--- src/rtl/ritmo_ctrl.sv ---
// Rhythm-game controller: the player presses a key inside a window at the start of each beat.
// Hits and misses are scored and flashed on green/red LEDs, and the game ends after ROUNDS beats or MAXMISS misses.
module ritmo_ctrl #(
  parameter int PERIOD  = 25_000_000,
  parameter int WIN     = 2_500_000,
  parameter int HOLD    = 5_000_000,
  parameter int ROUNDS  = 16,
  parameter int MAXMISS = 4
) (
  input  logic       clk,
  input  logic       rst,
  input  logic       key,
  input  logic       start,
  output logic       green,
  output logic       red,
  output logic       beat,
  output logic [1:0] beat_idx,
  output logic [7:0] score,
  output logic [2:0] misses,
  output logic       busy,
  output logic       done,
  output logic       over
);

  localparam int CW = (PERIOD > 1) ? $clog2(PERIOD) : 1;
  localparam int HW = $clog2(HOLD + 1);

  typedef enum logic [1:0] {
    IDLE = 2'd0,
    PLAY = 2'd1,
    DONE = 2'd2
  } state_t;

  state_t          r_state;
  logic [CW-1:0]   r_cnt;
  logic [7:0]      r_beat_cnt;
  logic [7:0]      r_score;
  logic [2:0]      r_misses;
  logic [HW-1:0]   r_hold;
  logic            r_judged;
  logic            r_green;
  logic            r_red;
  logic            r_over;
  logic            r_key_q;
  logic            r_start_q;

  logic            w_key_edge;
  logic            w_start_edge;
  logic            w_play;
  logic            w_in_win;
  logic            w_wrap;
  logic            w_hit;
  logic            w_miss;
  logic [2:0]      w_misses_nx;
  logic            w_maxed;
  logic            w_last;

  assign w_key_edge   = key & ~r_key_q;
  assign w_start_edge = start & ~r_start_q;
  assign w_play       = (r_state == PLAY);
  assign w_in_win     = (r_cnt < CW'(WIN));
  assign w_wrap       = (r_cnt == CW'(PERIOD - 1));

  // An early or repeated press is a miss but does not close the beat; only a hit or an expiry does.
  assign w_hit       = w_play & w_key_edge & w_in_win & ~r_judged;
  assign w_miss      = w_play & ((w_key_edge & ~w_hit)
                     | (~w_key_edge & (r_cnt == CW'(WIN)) & ~r_judged));
  assign w_misses_nx = r_misses + 3'd1;
  assign w_maxed     = w_miss & (w_misses_nx == 3'(MAXMISS));
  assign w_last      = w_play & w_wrap & ((r_beat_cnt + 8'd1) == 8'(ROUNDS));

  assign green    = r_green;
  assign red      = r_red;
  assign beat     = w_play & w_in_win;
  assign beat_idx = r_beat_cnt[1:0];
  assign score    = r_score;
  assign misses   = r_misses;
  assign busy     = w_play;
  assign done     = (r_state == DONE);
  assign over     = r_over;

  always_ff @(posedge clk or negedge rst) begin
    if (!rst) begin
      r_state    <= IDLE;
      r_cnt      <= '0;
      r_beat_cnt <= '0;
      r_score    <= '0;
      r_misses   <= '0;
      r_hold     <= '0;
      r_judged   <= 1'b0;
      r_green    <= 1'b0;
      r_red      <= 1'b0;
      r_over     <= 1'b0;
      // Edge registers come out of reset high so inputs held through reset produce no edge.
      r_key_q    <= 1'b1;
      r_start_q  <= 1'b1;
    end else begin
      r_key_q   <= key;
      r_start_q <= start;

      if (r_hold != '0) begin
        r_hold <= r_hold - HW'(1);
        if (r_hold == HW'(1)) begin
          r_green <= 1'b0;
          r_red   <= 1'b0;
        end
      end

      // NOTE: non-blocking assignments -- the last one in program order wins, so later
      // blocks below deliberately override the hold-timer expiry and the judgement flag.
      case (r_state)
        IDLE, DONE: begin
          if (w_start_edge) begin
            r_state    <= PLAY;
            r_cnt      <= '0;
            r_beat_cnt <= '0;
            r_score    <= '0;
            r_misses   <= '0;
            r_hold     <= '0;
            r_judged   <= 1'b0;
            r_green    <= 1'b0;
            r_red      <= 1'b0;
            r_over     <= 1'b0;
          end
        end

        PLAY: begin
          if (w_hit) begin
            if (r_score != 8'hFF) r_score <= r_score + 8'd1;
            r_judged <= 1'b1;
            r_green  <= 1'b1;
            r_red    <= 1'b0;
            r_hold   <= HW'(HOLD);
          end else if (w_miss) begin
            r_misses <= w_misses_nx;
            r_judged <= 1'b1;
            r_green  <= 1'b0;
            r_red    <= 1'b1;
            r_hold   <= HW'(HOLD);
          end

          // A new beat always starts unjudged, even if the old one was judged this cycle.
          if (w_wrap) begin
            r_cnt      <= '0;
            r_beat_cnt <= r_beat_cnt + 8'd1;
            r_judged   <= 1'b0;
          end else begin
            r_cnt <= r_cnt + CW'(1);
          end

          if (w_maxed) begin
            r_state <= DONE;
            r_over  <= 1'b1;
          end else if (w_last) begin
            r_state <= DONE;
            r_over  <= 1'b0;
          end
        end

        default: r_state <= IDLE;
      endcase
    end
  end

endmodule

--- config.mk ---
export PLATFORM = sky130hd
export DESIGN_NAME = ritmo_ctrl
export DESIGN_NICKNAME = d
export VERILOG_FILES = /design/src/rtl/ritmo_ctrl.sv
export SDC_FILE = /design/constraint.sdc
export NUM_CORES = 1
export LEC_CHECK = 0
export ABC_AREA = 1
export BUFFER_PORTS_ARGS = -buffer_cell sky130_fd_sc_hd__buf_2
export CORE_MARGIN = 3
export CORE_UTILIZATION = 60
export CTS_BUF_LIST = sky130_fd_sc_hd__clkbuf_4
export DETAILED_ROUTE_END_ITERATION = 10
export GPL_ROUTABILITY_DRIVEN = 0
export MAX_ROUTING_LAYER = met4
export PLACE_DENSITY = 0.78
export SYNTH_ARGS = -nofsm -noshare
export SYNTH_HDL_FRONTEND = slang
export SYNTH_SLANG_ARGS = --single-unit
--- constraint.sdc ---
create_clock -name clk -period 2.9 [get_ports clk]
set_input_delay 0.29 -clock clk [delete_from_list [all_inputs] [get_ports clk]]
set_output_delay 0.29 -clock clk [all_outputs]
set_load 0.01 [all_outputs]
---- After elaboration in Yosys (flattened, before gate mapping) ----
Index checks and enable logic that the tools add are counted.
word-level totals
  output and inout port bits .............. 19
  bits of input ports ..................... 4
  bits in registers ....................... 75
  logic and storage cells ................. 106
cells by class
  muxes and demuxes ....................... 42
  equal/unequal tests ..................... 16
  bitwise operators ....................... 19
  reductions and logical operators ........ 11
  add/sub/neg operators ................... 5
  magnitude comparators ................... 1
operator list
  cell                     count
  $mux W23                 4
  $mux W25                 2
  $pmux W25 S2             1
  $pmux W23 S2             1
  $mux W8                  4
  $pmux W8 S2              2
  $add A25 B1 Y25 const B  1
  $eq A25 B22 Y1 const B   1
  $eq A25 B25 Y1 const B   1
  $lt A25 B22 Y1 const B   1
  $eq A23 B1 Y1 const B    1
  $reduce_bool A23 Y1      1
  $sub A23 B1 Y23 const B  1
  $add A8 B1 Y8 const B    2
  $mux W1                  16
  $and A1 B1 Y1            13
  $mux W3                  3
  $reduce_and A3 Y1        3
  $eq A8 B5 Y1 const B     1
  $ne A2 B1 Y1 const B     4
  $ne A8 B8 Y1 const B     1
  $pmux W1 S2              4
  $reduce_and A4 Y1        2
  $mux W2                  3
  15 further kinds         21

---- Logic depth before layout (Yosys ltp) ----
Gate-level depths: netlist (run 1).
  depth after elaboration ................. 13
  gate-level depth with buffers ........... 13
  mapped depth without buffers ............ 13

---- Least setup slack after synthesis (run 1) ----
Ideal clock, no wire load.
  kind .................................... reg2reg
  start ................................... register r_hold[0]
  end ..................................... register r_hold[13]
  path buffers ............................ 1
  cell stages (with the launch flop) ...... 10
  path slack .............................. 1141 ps
  setup time .............................. 120 ps
  data arrival time ....................... 1640 ps
  cells stage by stage .................... dfrtp_1 inv_1 ha_1 nand2_1 nor2_1 nand3_1 buf_2 nand3_1 xor2_1 nor2_1
between the ends
  cells in the longest elaborated chain, start to end .. 5
  elaborated cells on any way between the ends .. 7
  those cells by class .................... 1 x add/sub; 5 x mux; 1 x reduce/logical
ends and longest elaborated chain
  item                                                           RTL line  RTL
  start: declaration                                             39        logic [HW-1:0] r_hold;
  start signal: assignment                                       102       r_hold <= r_hold - HW'(1);
  start signal: assignment                                       133       r_hold <= HW'(HOLD);
  start signal: assignment                                       139       r_hold <= HW'(HOLD);
  $sub A23 B1 Y23 / $reduce_bool A23 Y1 (equally long branches)  102, 101
  $mux W23 *                                                     101       if (r_hold != '0) begin
  $mux W23                                                       134       end else if (w_miss) begin
  $mux W23                                                       128       if (w_hit) begin
  $pmux W23 S2 *                                                 111       case (r_state)
Mark *: on every way between the ends. The rest lies on a longest branch, timed or not.
A chain may end at the register's enable or synchronous reset.

---- Worst setup path after layout (run 1) ----
  start ................................... input port start
  end ..................................... register r_cnt[13]
between the ends
  cells in the longest elaborated chain, start to end .. 3
ends and longest elaborated chain
  item                                RTL line  RTL
  start: declaration                  13        input logic start,
  $and A1 B1 Y1                       59        assign w_start_edge = start & ~r_start_q;
  $ne A2 B2 Y1 (no source line)       n/a
  $reduce_and A2 Y1 (no source line)  n/a
  end signal: assignment              148       r_cnt <= r_cnt + CW'(1);
  end: declaration                    35        logic [CW-1:0] r_cnt;
No other way between the ends.

==> results of run 1 <==
==> timing repair <==
| action | CTS | global route |
|---|---|---|
| hold endpoints to repair | 2 | 0 |
| setup buffers | 0 | 0 |
| gates resized for setup | 0 | 0 |
| hold buffers | 2 | 0 |
| endpoints found under the setup margin | 0 | 0 |
==> final cells by class <==
| cell class | count | area share |
|---|---|---|
| Clock buffer | 9 | 0.0137 |
| Clock inverter | 7 | 0.0152 |
| Inverter | 71 | 0.0539 |
| Multi-Input combinational cell | 457 | 0.484 |
| Sequential cell | 75 | 0.380 |
| Tap cell | 99 | 0.0250 |
| Timing Repair Buffer | 25 | 0.0283 |
==> report_power, final <==
part	internal [mW]	leakage [nW]	switching (mW)	total [mW]
clock network	0.267	0.0706	0.414	0.681
registers	1.32	1.00	0.335	1.66
logic	0.601	1.26	1.20	1.80
==> cells in the mapped netlist (all sizes together) <==
cell type / number / share of area
nand2: 146 / 0.12
nor2: 88 / 0.079
dfrtp: 73 / 0.39
inv: 70 / 0.057
nand3: 58 / 0.071
o21ai: 39 / 0.049
nor3: 23 / 0.027
nand4: 22 / 0.033
a21oi: 17 / 0.019
xor2: 16 / 0.030
buf: 9 / 0.016
ha: 9 / 0.024
or2: 8 / 0.011
xnor2: 7 / 0.013
o22ai: 6 / 0.0081
nand3b: 4 / 0.0065
nor4: 4 / 0.0054
clkbuf: 3 / 0.0024
o31ai: 3 / 0.0049
dfstp: 2 / 0.011
a211oi: 1 / 0.0016
a31oi: 1 / 0.0014
and3: 1 / 0.0014
clkinv: 1 / 0.00081
nor3b: 1 / 0.0016
o21a: 1 / 0.0016
o21bai: 1 / 0.0016
o311a: 1 / 0.0022
==> flip-flops by register name, summed over array words and instances (netlist names), 2 cells and up <==
name        flops
score           8
r_hold         23
r_cnt          25
r_state         2
misses          3
r_beat_cnt      8
==> cell families after synthesis <==
logic type / after synthesis
buf+inv: 83
compound gates: 70
flops: 75
fa+ha+maj: 9
xor+xnor: 23
simple gates: 355
==> worst max-delay path, stage by stage <==
cell           delay, ns
dlygate4sd3_1       0.53
buf_2               0.12
inv_1               0.05
nor2_1              0.03
inv_1               0.11
nor2_4              0.08
nor2_1              0.59
inv_2               0.29
nand2_1             0.40
inv_1               0.23
a21oi_1             0.16
o21a_1              0.13
==> worst max-delay path by stage <==
stage	start	endpoint	slack (ns)	depth (start not counted)
floorplan	r_hold[0]$_DFF_PN0_	r_hold[13]$_DFF_PN0_	1.14	9
global placement	r_start_q$_DFF_PN1_	r_cnt[13]$_DFFE_PN0P_	0.47	9
detailed placement	r_start_q$_DFF_PN1_	r_cnt[13]$_DFFE_PN0P_	0.34	9
CTS	start	r_cnt[13]$_DFFE_PN0P_	0.28	12
global route	start	r_cnt[13]$_DFFE_PN0P_	0.02	12
finish	start	r_cnt[13]$_DFFE_PN0P_	0.23	12
==> layer usage <==
layer | global-route usage | vias to the layer above
met5 | - | -
met4 | 0.0794 | 0
met3 | 0.0473 | 25
met2 | 0.440 | 178
met1 | 0.356 | 2002
li1 | - | 2067
==> per-stage QoR <==
stage | power, mW | hold slack (ns) | cells | setup slack [ns]
after CTS | 4.14 | 0.0141 | 743 | 0.278
after global routing | 4.48 | 0.0461 | 743 | 0.0227
after floorplan | 3.04 | -0.00559 | 615 | 1.14
after global placement | 3.39 | 0.405 | 725 | 0.465
after detailed placement | 3.46 | 0.407 | 725 | 0.343
final | 4.14 | -0.0172 | 743 | 0.231
==> metrics, run 1 <==
status finished with violations; failing checks hold timing; Routed met2 length between 5000 and 6000 um; # fillers 630; average cell area after synthesis 7.52 sq um; sequential cell area fraction in the yosys report 0.406; worst path arrival time just over 3 ns; initial antenna violation count 0; number of DRC markers in iteration 0 307; Util after Layout 0.671; Worst R2R End r_cnt[13]$_DFFE_PN0P_; Critical Path Start Type input pin; crit end category flip-flop; Unique masters post-synth 42; Port Buf Inserts 22; clk slew on worst S/H paths 0.14 ns; placed cell areas between 0.004 and 0.005 sq mm; clock buffer depth 2; CP required between 3 and 4 ns; Worst Max-Slew Pin Slew approximately 0.94 ns; xor/xnor cell area share of the yosys netlist 0.0435; crit path time final around 2.7 ns; DIE WIDTH 93.8 um; worst reg2reg path depth 9; maxcap violations 0; RSZ-0062 raised after global routing false; flops & latches, synth 75; worst min-delay path class in -> async; syn_nets 628; DRC 0; Slew HR 0.374; Syn Inst Count ~600; r2r startpoint r_start_q$_DFF_PN1_; Clock Latency Late Sink 0.44 ns; IO Count 23; hold slack final -0.0172 ns; final setup skew roughly 0.025 ns; critical path class in -> reg; layout cells sized above 1 0.123; ant diodes 0; largest family of logic cells by synthesized area simple AND/OR/NAND/NOR gates; Yosys warnings 0; # rows 31; Die Area a little under 0.009 sq mm; Static Leak ~2.3 nW; area grow syn2layout 6.95%; grt ovf 0; Post-Synth Simple-Gate Area 0.361; WL per Instance roughly 14 um; Final Hold Viols 16; Via density around 5.7; setup violators final 0; Chip Height ~94 um; Critical Path Fanout Max 13; Total GRT Usage 0.273; Tcrit/Tclk final 0.920; H-tree depth 3; Num CTS Buffers 9; Fmax ~370 MHz; FF-to-FF setup slack 0.26 ns; ANT nets after route 0; peak supply drop 0.000405 V; fin nets 652; mapped cell area 0.00463 sq mm; Post-Layout Inst Area between 0.004 and 0.005 sq mm; PwrDens between 800 and 900 mW/mm^2; mux cell area share after synthesis 0; 1st-pass router iterations 5; DR WL met3 just over 700 um; post-route setup TNS 0 ns; Met1 Wirelength ~4700 um; TritonCTS clock tree built; clock root buffer clkbuf_4; vias about 4300; pin count of the biggest net entering global routing 76; Compound-Gate Fraction of Synth Area 0.0892; top layer in use met4; Multi-input gate area 0.00240 sq mm; post-synthesis adder-cell area fraction 0.0243; global-route wire length before repair approximately 19000 um; Slew Limit Fails 0; DP Wirelength ~7800 um; Initial Utilization 0.628; clk sinks 75; final WL approximately 11000 um; Register Area roughly 0.0019 sq mm; most frequent cells in the layout nand2_1, nor2_1, dfrtp_1, inv_1, nand3_1; Core ar. around 0.0074 sq mm; most common cell after layout, fill and taps aside nand2_1; vias in the first global route 4091
No activity file was read; power rests on OpenSTA's default activity.
==> inputs of run 2 (changes only) <==
CORE_UTILIZATION = 38   (was 60)
MAX_ROUTING_LAYER = not set   (was met4)
PLACE_DENSITY = not set   (was 0.78)
==> metrics, run 2 (synthesized netlist as in run 1, its figures left out) <==
area grow syn2layout 10.5%; RSZ-0062 raised after global routing false; Worst Max-Slew Pin Slew 0.966 ns (+0.0275 ns); setup violators final 0 (unchanged); Total GRT Usage 0.179 (-0.0936); worst min-delay path class in -> reg; Slew HR 0.356 (-0.0183); Tcrit/Tclk final 0.791 (-0.129); Slew Limit Fails 0 (unchanged); clock root buffer clkbuf_4; layout cells sized above 1 0.124 (+0.00117); WL per Instance 14.1 um (-2.3%); DRC 0 (unchanged); post-route setup TNS 0 ns (unchanged); global-route wire length before repair 19400 um (+3.3%); Final Hold Viols 0 (-16); pin count of the biggest net entering global routing 76 (unchanged); initial antenna violation count 0 (unchanged); # fillers 1181 (+87%); grt ovf 0 (unchanged); number of DRC markers in iteration 0 415 (+35%); ANT nets after route 0 (unchanged); H-tree depth 3 (unchanged); maxcap violations 0 (unchanged); Critical Path Fanout Max 13 (unchanged); Biggest register r_cnt; PwrDens 876 mW/mm^2 (+4.6%); crit end category flip-flop; DIE WIDTH 116 um (+24%); 1st-pass router iterations 5 (unchanged); CP Cell Sequence inv_1 -> ha_1 -> nand2_1 -> nor2_1 -> nand3_1 -> clkinv_1 -> nand2_1 -> a21oi_2; final WL 11100 um (+3.9%); Tot Pwr 4.48 mW (+8.1%); # rows 39 (+26%); final setup skew 0.0168 ns (-0.00840 ns); Post-Layout Inst Area 0.00511 sq mm (+3.3%); Post CTS Setup Buffer Count 0 (unchanged); slowest stage delay, CP 0.44 ns (-0.15 ns); Initial Utilization 0.397 (-0.231); Chip Height 116 um (+24%); hold slack final 0.481 ns (+0.498 ns); Static Leak 2.39 nW (+2.4%); Core ar. 0.0117 sq mm (+58%); DP Wirelength 8220 um (+5.7%); clk slew on worst S/H paths 0.13 ns (about the same); Critical Path Start Type flip-flop; max reg flops 25 (unchanged); clk sinks 75 (unchanged); Num CTS Buffers 9 (unchanged); Via density 5.25 (-8.7%); placed cell areas 0.00485 sq mm (+1.3%); status complete, no violations; Largest regs r_cnt: 25 flops, r_hold: 23 flops; IO Count 23 (unchanged); vias 4146 (-2.9%); vias in the first global route 3948 (-3.5%); critical path class reg -> reg; worst path arrival time 2.68 ns (-0.35 ns); Fmax 436 MHz (+16%); Clock Latency Late Sink 0.45 ns (about the same); Port Buf Inserts 22 (unchanged); peak supply drop 0.000341 V (-16%); fin nets 654 (+0.31%); TritonCTS clock tree built; clock buffer depth 2 (unchanged); critical path's slowest cell dfrtp_1; most used cell, CP nand2_1; most common cell after layout, fill and taps aside nand2_1; CP required 3.29 ns (+0.03 ns); Die Area 0.0135 sq mm (+54%); crit path time final 2.29 ns (-0.374 ns); most frequent cells in the layout nand2_1, nor2_1, dfrtp_1, inv_1, nand3_1
[run 2: changes by cell type in the layout (fill, tap and decap cells not counted), sizes merged]
cell / before / now
buf: 23 / 24
diode: 0 / 1
clkinvlp: 2 / 0
inv: 72 / 71
dlygate4sd3: 2 / 3
bufinv: 1 / 5
clkinv: 3 / 2
[run 2: power breakdown]
part	leakage [nW]	internal (mW)	total, mW	switching [mW]
Combinational	1.27	0.610	1.80	1.19
Clock	0.118	0.610	1.01	0.401
Sequential	1.00	1.32	1.66	0.338
[run 2: path summary, 6_finish.rpt]
kind,from,endpoint,slack [ns],depth (start not counted)
min,start,r_start_q$_DFF_PN1_,0.48,2
max reg2reg,r_hold[0]$_DFF_PN0_,r_hold[0]$_DFF_PN0_,0.61,8
max in group asynchronous,rst,r_cnt[15]$_DFFE_PN0P_,1.75,2
max,r_hold[0]$_DFF_PN0_,r_hold[0]$_DFF_PN0_,0.61,8
min in group asynchronous,rst,r_beat_cnt[3]$_DFFE_PN0P_,0.52,2
min reg2reg,over$_DFFE_PN0P_,over$_DFFE_PN0P_,0.52,2
[run 2: what timing repair did]
item                                    CTS  global route
hold buffers                              3             0
endpoints found under the setup margin    0             0
resized for setup                         0             0
hold endpoints to repair                  5             0
[run 2: layer usage]
layer | part of all wire | global-route usage
met3 | 0.057 | 0.0466
met2 | 0.44 | 0.272
met1 | 0.48 | 0.256
met5 | 0 | 0
met4 | 0.017 | 0.0456
[run 2: layout make-up]
cell class	instances	area, sq um	area share
inverter	71	267	0.0521
multi-input combinational	457	2400	0.469
tap	143	179	0.0350
timing repair buffer	27	158	0.0308
clock buffer	9	67.6	0.0132
clock inverter	7	163	0.0318
sequential	75	1880	0.368
antenna	1	2.50	0.000490
[run 2: per-stage QoR]
| step | setup slack, ns | std cells | utilization |
|---|---|---|---|
| after global placement | 0.680 | 770 | 0.416 |
| after CTS | 0.584 | 789 | 0.438 |
| after global routing | 0.341 | 789 | 0.438 |
| after detailed placement | 0.623 | 770 | 0.416 |
| after floorplan | 1.14 | 615 | - |
| final | 0.605 | 790 | 0.438 |
[run 2: worst max-delay path, delay by kind of cell, from the launching register on]
kind | cells | cell delay [ns]
compound gates | 1 | 0.14
buf+inv | 2 | 0.54
flops | 1 | 0.44
fa+ha+maj | 1 | 0.24
simple gates | 4 | 0.88
